### src/rtl/char_write_arbiter.sv
// Arbitrates character-buffer writes between a keyboard port and a full-screen
// clear engine; the clear sweeps every cell with FILL_CHAR, one write per cycle.
module char_write_arbiter #(
  parameter int          ADDR_W    = 10,
  parameter logic [7:0]  FILL_CHAR = 8'h20
) (
  input  logic              px_clk,
  input  logic              clr_n,
  input  logic              kbd_req,
  input  logic [ADDR_W-1:0] kbd_addr,
  input  logic [7:0]        kbd_char,
  output logic              kbd_ack,
  input  logic              clear_req,
  output logic              busy,
  output logic              clear_done,
  output logic [ADDR_W-1:0] buf_addr,
  output logic [7:0]        buf_data,
  output logic              buf_wen
);

  typedef enum logic [1:0] {
    IDLE  = 2'd0,
    KACK  = 2'd1,
    CLEAR = 2'd2
  } state_t;

  state_t          state;
  logic [ADDR_W:0] count;
  logic            pending;

  // The extra top bit of count marks that the last cell was written, so the
  // sweep ends instead of wrapping into a second pass.
  always_ff @(posedge px_clk or negedge clr_n) begin
    if (!clr_n) begin
      state      <= IDLE;
      count      <= '0;
      pending    <= 1'b0;
      busy       <= 1'b0;
      clear_done <= 1'b0;
      kbd_ack    <= 1'b0;
      buf_wen    <= 1'b0;
      buf_addr   <= '0;
      buf_data   <= '0;
    end else begin
      kbd_ack    <= 1'b0;
      clear_done <= 1'b0;
      buf_wen    <= 1'b0;
      case (state)
        IDLE: begin
          if (clear_req || pending) begin
            state   <= CLEAR;
            count   <= '0;
            busy    <= 1'b1;
            pending <= 1'b0;
          end else if (kbd_req) begin
            buf_wen  <= 1'b1;
            buf_addr <= kbd_addr;
            buf_data <= kbd_char;
            kbd_ack  <= 1'b1;
            state    <= KACK;
          end
        end
        KACK: begin
          if (clear_req) pending <= 1'b1;
          state <= IDLE;
        end
        CLEAR: begin
          if (clear_req) pending <= 1'b1;
          if (count[ADDR_W]) begin
            busy       <= 1'b0;
            clear_done <= 1'b1;
            count      <= '0;
            state      <= IDLE;
          end else begin
            buf_wen  <= 1'b1;
            buf_addr <= count[ADDR_W-1:0];
            buf_data <= FILL_CHAR;
            count    <= count + (ADDR_W+1)'(1);
          end
        end
        default: state <= IDLE;
      endcase
    end
  end

endmodule

### config.mk
export PLATFORM = sky130hd
export DESIGN_NAME = char_write_arbiter
export DESIGN_NICKNAME = d
export VERILOG_FILES = /design/src/rtl/char_write_arbiter.sv
export SDC_FILE = /design/constraint.sdc
export NUM_CORES = 1
export LEC_CHECK = 0
export ABC_AREA = 1
export BUFFER_PORTS_ARGS = -buffer_cell sky130_fd_sc_hd__buf_4
export CORE_ASPECT_RATIO = 0.75
export CORE_MARGIN = 2
export CORE_UTILIZATION = 25
export CTS_BUF_LIST = sky130_fd_sc_hd__clkbuf_4 sky130_fd_sc_hd__clkbuf_8
export DETAILED_ROUTE_END_ITERATION = 8
export GPL_ROUTABILITY_DRIVEN = 0
export PLACE_DENSITY = 0.52
export SETUP_SLACK_MARGIN = 0.5
export SLEW_MARGIN = 10
export SYNTH_ARGS = -nofsm -noshare
export SYNTH_HDL_FRONTEND = slang
export SYNTH_SLANG_ARGS = --single-unit
export TNS_END_PERCENT = 30
### constraint.sdc
create_clock -name px_clk -period 1.9 [get_ports px_clk]
set_input_delay 0.38 -clock px_clk [delete_from_list [all_inputs] [get_ports px_clk]]
set_output_delay 0.38 -clock px_clk [all_outputs]
set_load 0.05 [all_outputs]
==> results by group <==
Outcome
  – Outcome: completed

Finish
  – Fraction of final layout cells sized beyond drive strength 1: between 30% and 40%
  – Ant. Diodes: 0
  – Final Net Count: about 280
  – P&R area growth vs syn: 40.65%
  – Count of placed standard cells in the final layout, fillers left out: 338
  – Final Instance Area: around 2400 sq um

Logic synthesis
  – Adder-cell area share of the yosys netlist: 2.217%
  – Area fraction in compound gates after synthesis: under 10%
  – Area share of and/or/nand/nor cells after synthesis: about a quarter
  – Number of synthesized register bits: 36
  – Fraction of synthesized area in multiplexers: between 4 and 5%
  – Post-synthesis xor/xnor area fraction: 0%
  – Mapped cell area: 1693 sq um
  – Avg Synthesized Cell Area: 8.339 sq um
  – Post-Syn Nets: 228
  – Sequential element share of the synthesized area: between 50% and 60%
  – Synth Instances: 203
  – Distinct cells, synth: 20
  – Total of warnings raised by yosys: 0
  – Largest family of logic cells by synthesized area: simple AND/OR/NAND/NOR gates

Timing
  – Final clock skew: about 0.0083 ns
  – Post-layout worst setup margin: between 0.4 and 0.5 ns
  – Accumulated negative setup slack: 0 ns
  – Fraction of the cycle the final worst path needs: between 70% and 80%
  – Final Hold Slack: about 0.043 ns
  – Slew at the pin with the worst max-slew slack: around 0.48 ns
  – Final worst path period need: between 1 and 1.5 ns
  – Unrepaired setup endpoints after global routing: yes
  – Number of slew-limit violations in the final report: 0
  – Slew HR: about two thirds
  – Final count of hold timing violations: 0
  – Maximum clock frequency: 702.1 MHz
  – Total setup violations reported at the end of the flow: 0

Hold path
  – Kind of path behind the tightest hold check: in2async

Floorplan
  – Number of top-level design ports: 44
  – Row cnt: 25
  – Total die area: between 7000 and 8000 sq um
  – Initial core utilization: a little over a quarter
  – Overall die width: between 90 and 100 microns
  – Area of the core: roughly 6400 sq um
  – Die Span Y: around 75 microns

Placed design
  – Dpl ws: about 0.27 ns
  – DPL Wire Length: a little under 3000 microns
  – Cell Count Post-Placement: between 300 and 400
  – Area after detailed placement: roughly 2100 sq um
  – Quantity of I/O buffers inserted on ports: 43

CTS
  – Number of H-tree levels: 2
  – Number of CTS-inserted buffers: 5
  – TritonCTS clock tree: yes
  – Clk_lat worst skew: around 0.29 ns
  – Number of clock sinks: 36
  – Clock root buffer: clkbuf_8
  – Maximum root-to-sink buffer count: 2
  – CTS clk-pin slew, worst paths: about 0.080 ns

Routing
  – Number of vias in the routed layout: between 1,500 and 2,000
  – Total DRC errors in the routed layout: 0
  – DR pass1 iterations: 4
  – DRT Wirelength: about 4400 microns
  – Count of nets left with antenna violations after detail routing: 0
  – Per-cell via count in the routed design: 4.473
  – Routed WL per cell: between 10 and 15 microns
  – Number of DRC markers after the initial detailed-route iteration: 52

Pwr
  – Worst vdd ir: 0.2305 mV
  – Leakage power: 1.252 nW
  – Pwr Density: around 570 nW/um^2

Setup path
  – Max Fanout on Critical Path: 5
  – CP Data Required Time: about 2.1 ns
  – Crit Path Category: reg2reg
  – Critical Path Sink Type: flop
  – Crit path DAT: ~1.6 ns
  – Startpoint kind of the worst setup timing path: flop

GRT
  – Pin count of the biggest net entering global routing: 37
  – Wire length of the first global-routing pass: approximately 7000 microns
  – Via count of the first global-routing pass: about 1,500
  – Gr usage total: approximately 12%
  – Aggregate global routing overflow: 0
  – Number of antenna violations at the first check in global routing: 0

Run
  – Count of maximum capacitance violations: 0
-- cell families (layout without fill, tap and decap cells) --
kind of cell | count (synthesis) | after routing
compound gates | 30 | 30
fa+ha+maj | 3 | 3
buf+inv | 19 | 73
flops | 36 | 36
mux | 8 | 8
simple gates | 107 | 107
-- worst max-delay path, cell delays in order (launching register included) --
cell,delay (ns)
dfrtp_1,0.40
inv_2,0.10
ha_4,0.19
nand2_2,0.08
nand2_4,0.07
nand3_4,0.14
clkbuf_16,0.21
nand2_1,0.05
o21ai_0,0.07
-- layout by cell type, fill, tap and decap left out --
cell type,synthesis,final
inv_1,12,10
nand3_4,0,1
o21bai_1,1,1
nor2_4,0,1
clkbuf_16,0,1
inv_4,0,2
inv_2,2,2
buf_4,1,47
clkinv_2,0,2
o21ai_0,20,16
nand2_1,63,55
buf_12,0,1
nor2_1,27,27
nand2_2,2,6
nand3_1,10,10
nand4_1,3,3
clkbuf_8,0,5
ha_1,3,1
dfrtp_1,36,36
mux2i_1,8,8
nand2_4,0,4
a21oi_1,2,2
buf_16,0,1
o21ai_1,5,7
a21boi_0,1,1
clkinv_4,0,1
buf_6,0,1
o21ai_2,1,3
ha_4,0,2
-- flip-flops by register name, summed over array words and instances, names as in the netlist --
register	flops
buf_wen	1
buf_addr	10
clear_done	1
kbd_ack	1
buf_data	8
state	2
busy	1
count	11
pending	1
-- routing by layer --
layer / routed length [microns] / share of wire [%] / GRT usage [%] / vias to the layer above
met2: 1890 / 43 / 18.77 / 50
met3: 296 / 6.7 / 3.807 / 4
li1: - / - / - / 759
met4: 40 / 0.90 / 4.110 / 0
met5: 0 / 0 / 0 / -
met1: 2211 / 50 / 17.19 / 699
-- cell usage after synthesis (all sizes together) --
cell	instances	area share, %
buf	5	1.6
nand2	65	15
a21boi	1	0.44
nand4	3	1.1
nor2	28	6.4
inv	14	3.1
nand3	11	3.5
o21ai	26	7.9
o21bai	1	0.44
dfrtp	36	53
a21oi	2	0.59
ha	3	2.2
mux2i	8	4.7
-- report_power, final --
| group | internal (W) | switching [W] |
|---|---|---|
| sequential | 0.000765 | 0 |
| clock | 0.000256 | 0.000289 |
| combinational | 0.0000276 | 0.0000241 |
-- repair_timing --
item	CTS	global route
hold buffers	0	0
setup buffers	2	1
pin swaps	1	0
gates resized for setup	15	17
gates cloned	1	2
endpoints found under the setup margin	31	29
-- worst paths after layout --
check	startpoint	to	slack, ns	depth (start not counted)
worst max-delay path	state[0]	buf_data[5]	0.48	8
worst min-delay path	clr_n	buf_data[6]	0.04	1
worst max register to register	state[0]	buf_data[5]	0.48	8
worst min register to register	buf_addr[3]	buf_addr[3]	0.49	2
max in group asynchronous	clr_n	count[2]	1.51	1
min in group px_clk	clear_req	pending	0.34	3
-- layout make-up --
type,instances,area [sq um]
clock buffer,5,68.82
sequential,36,900.9
timing repair buffer,51,436.7
multi-input combinational,148,797.0
clock inverter,3,18.77
fill,674,4031
tap,81,101.3
inverter,14,57.56
-- through the flow --
| stage | utilization, % | power, W |
|---|---|---|
| finish | 37.13 | 0.001362 |
| global route | 37.13 | 0.001425 |
| CTS | 35.79 | 0.001379 |
| detailed placement | 32.82 | 0.0008335 |
| global placement | 32.82 | 0.0008334 |
| floorplan | - | 0.0007815 |
(Power assumes the default switching activity.)
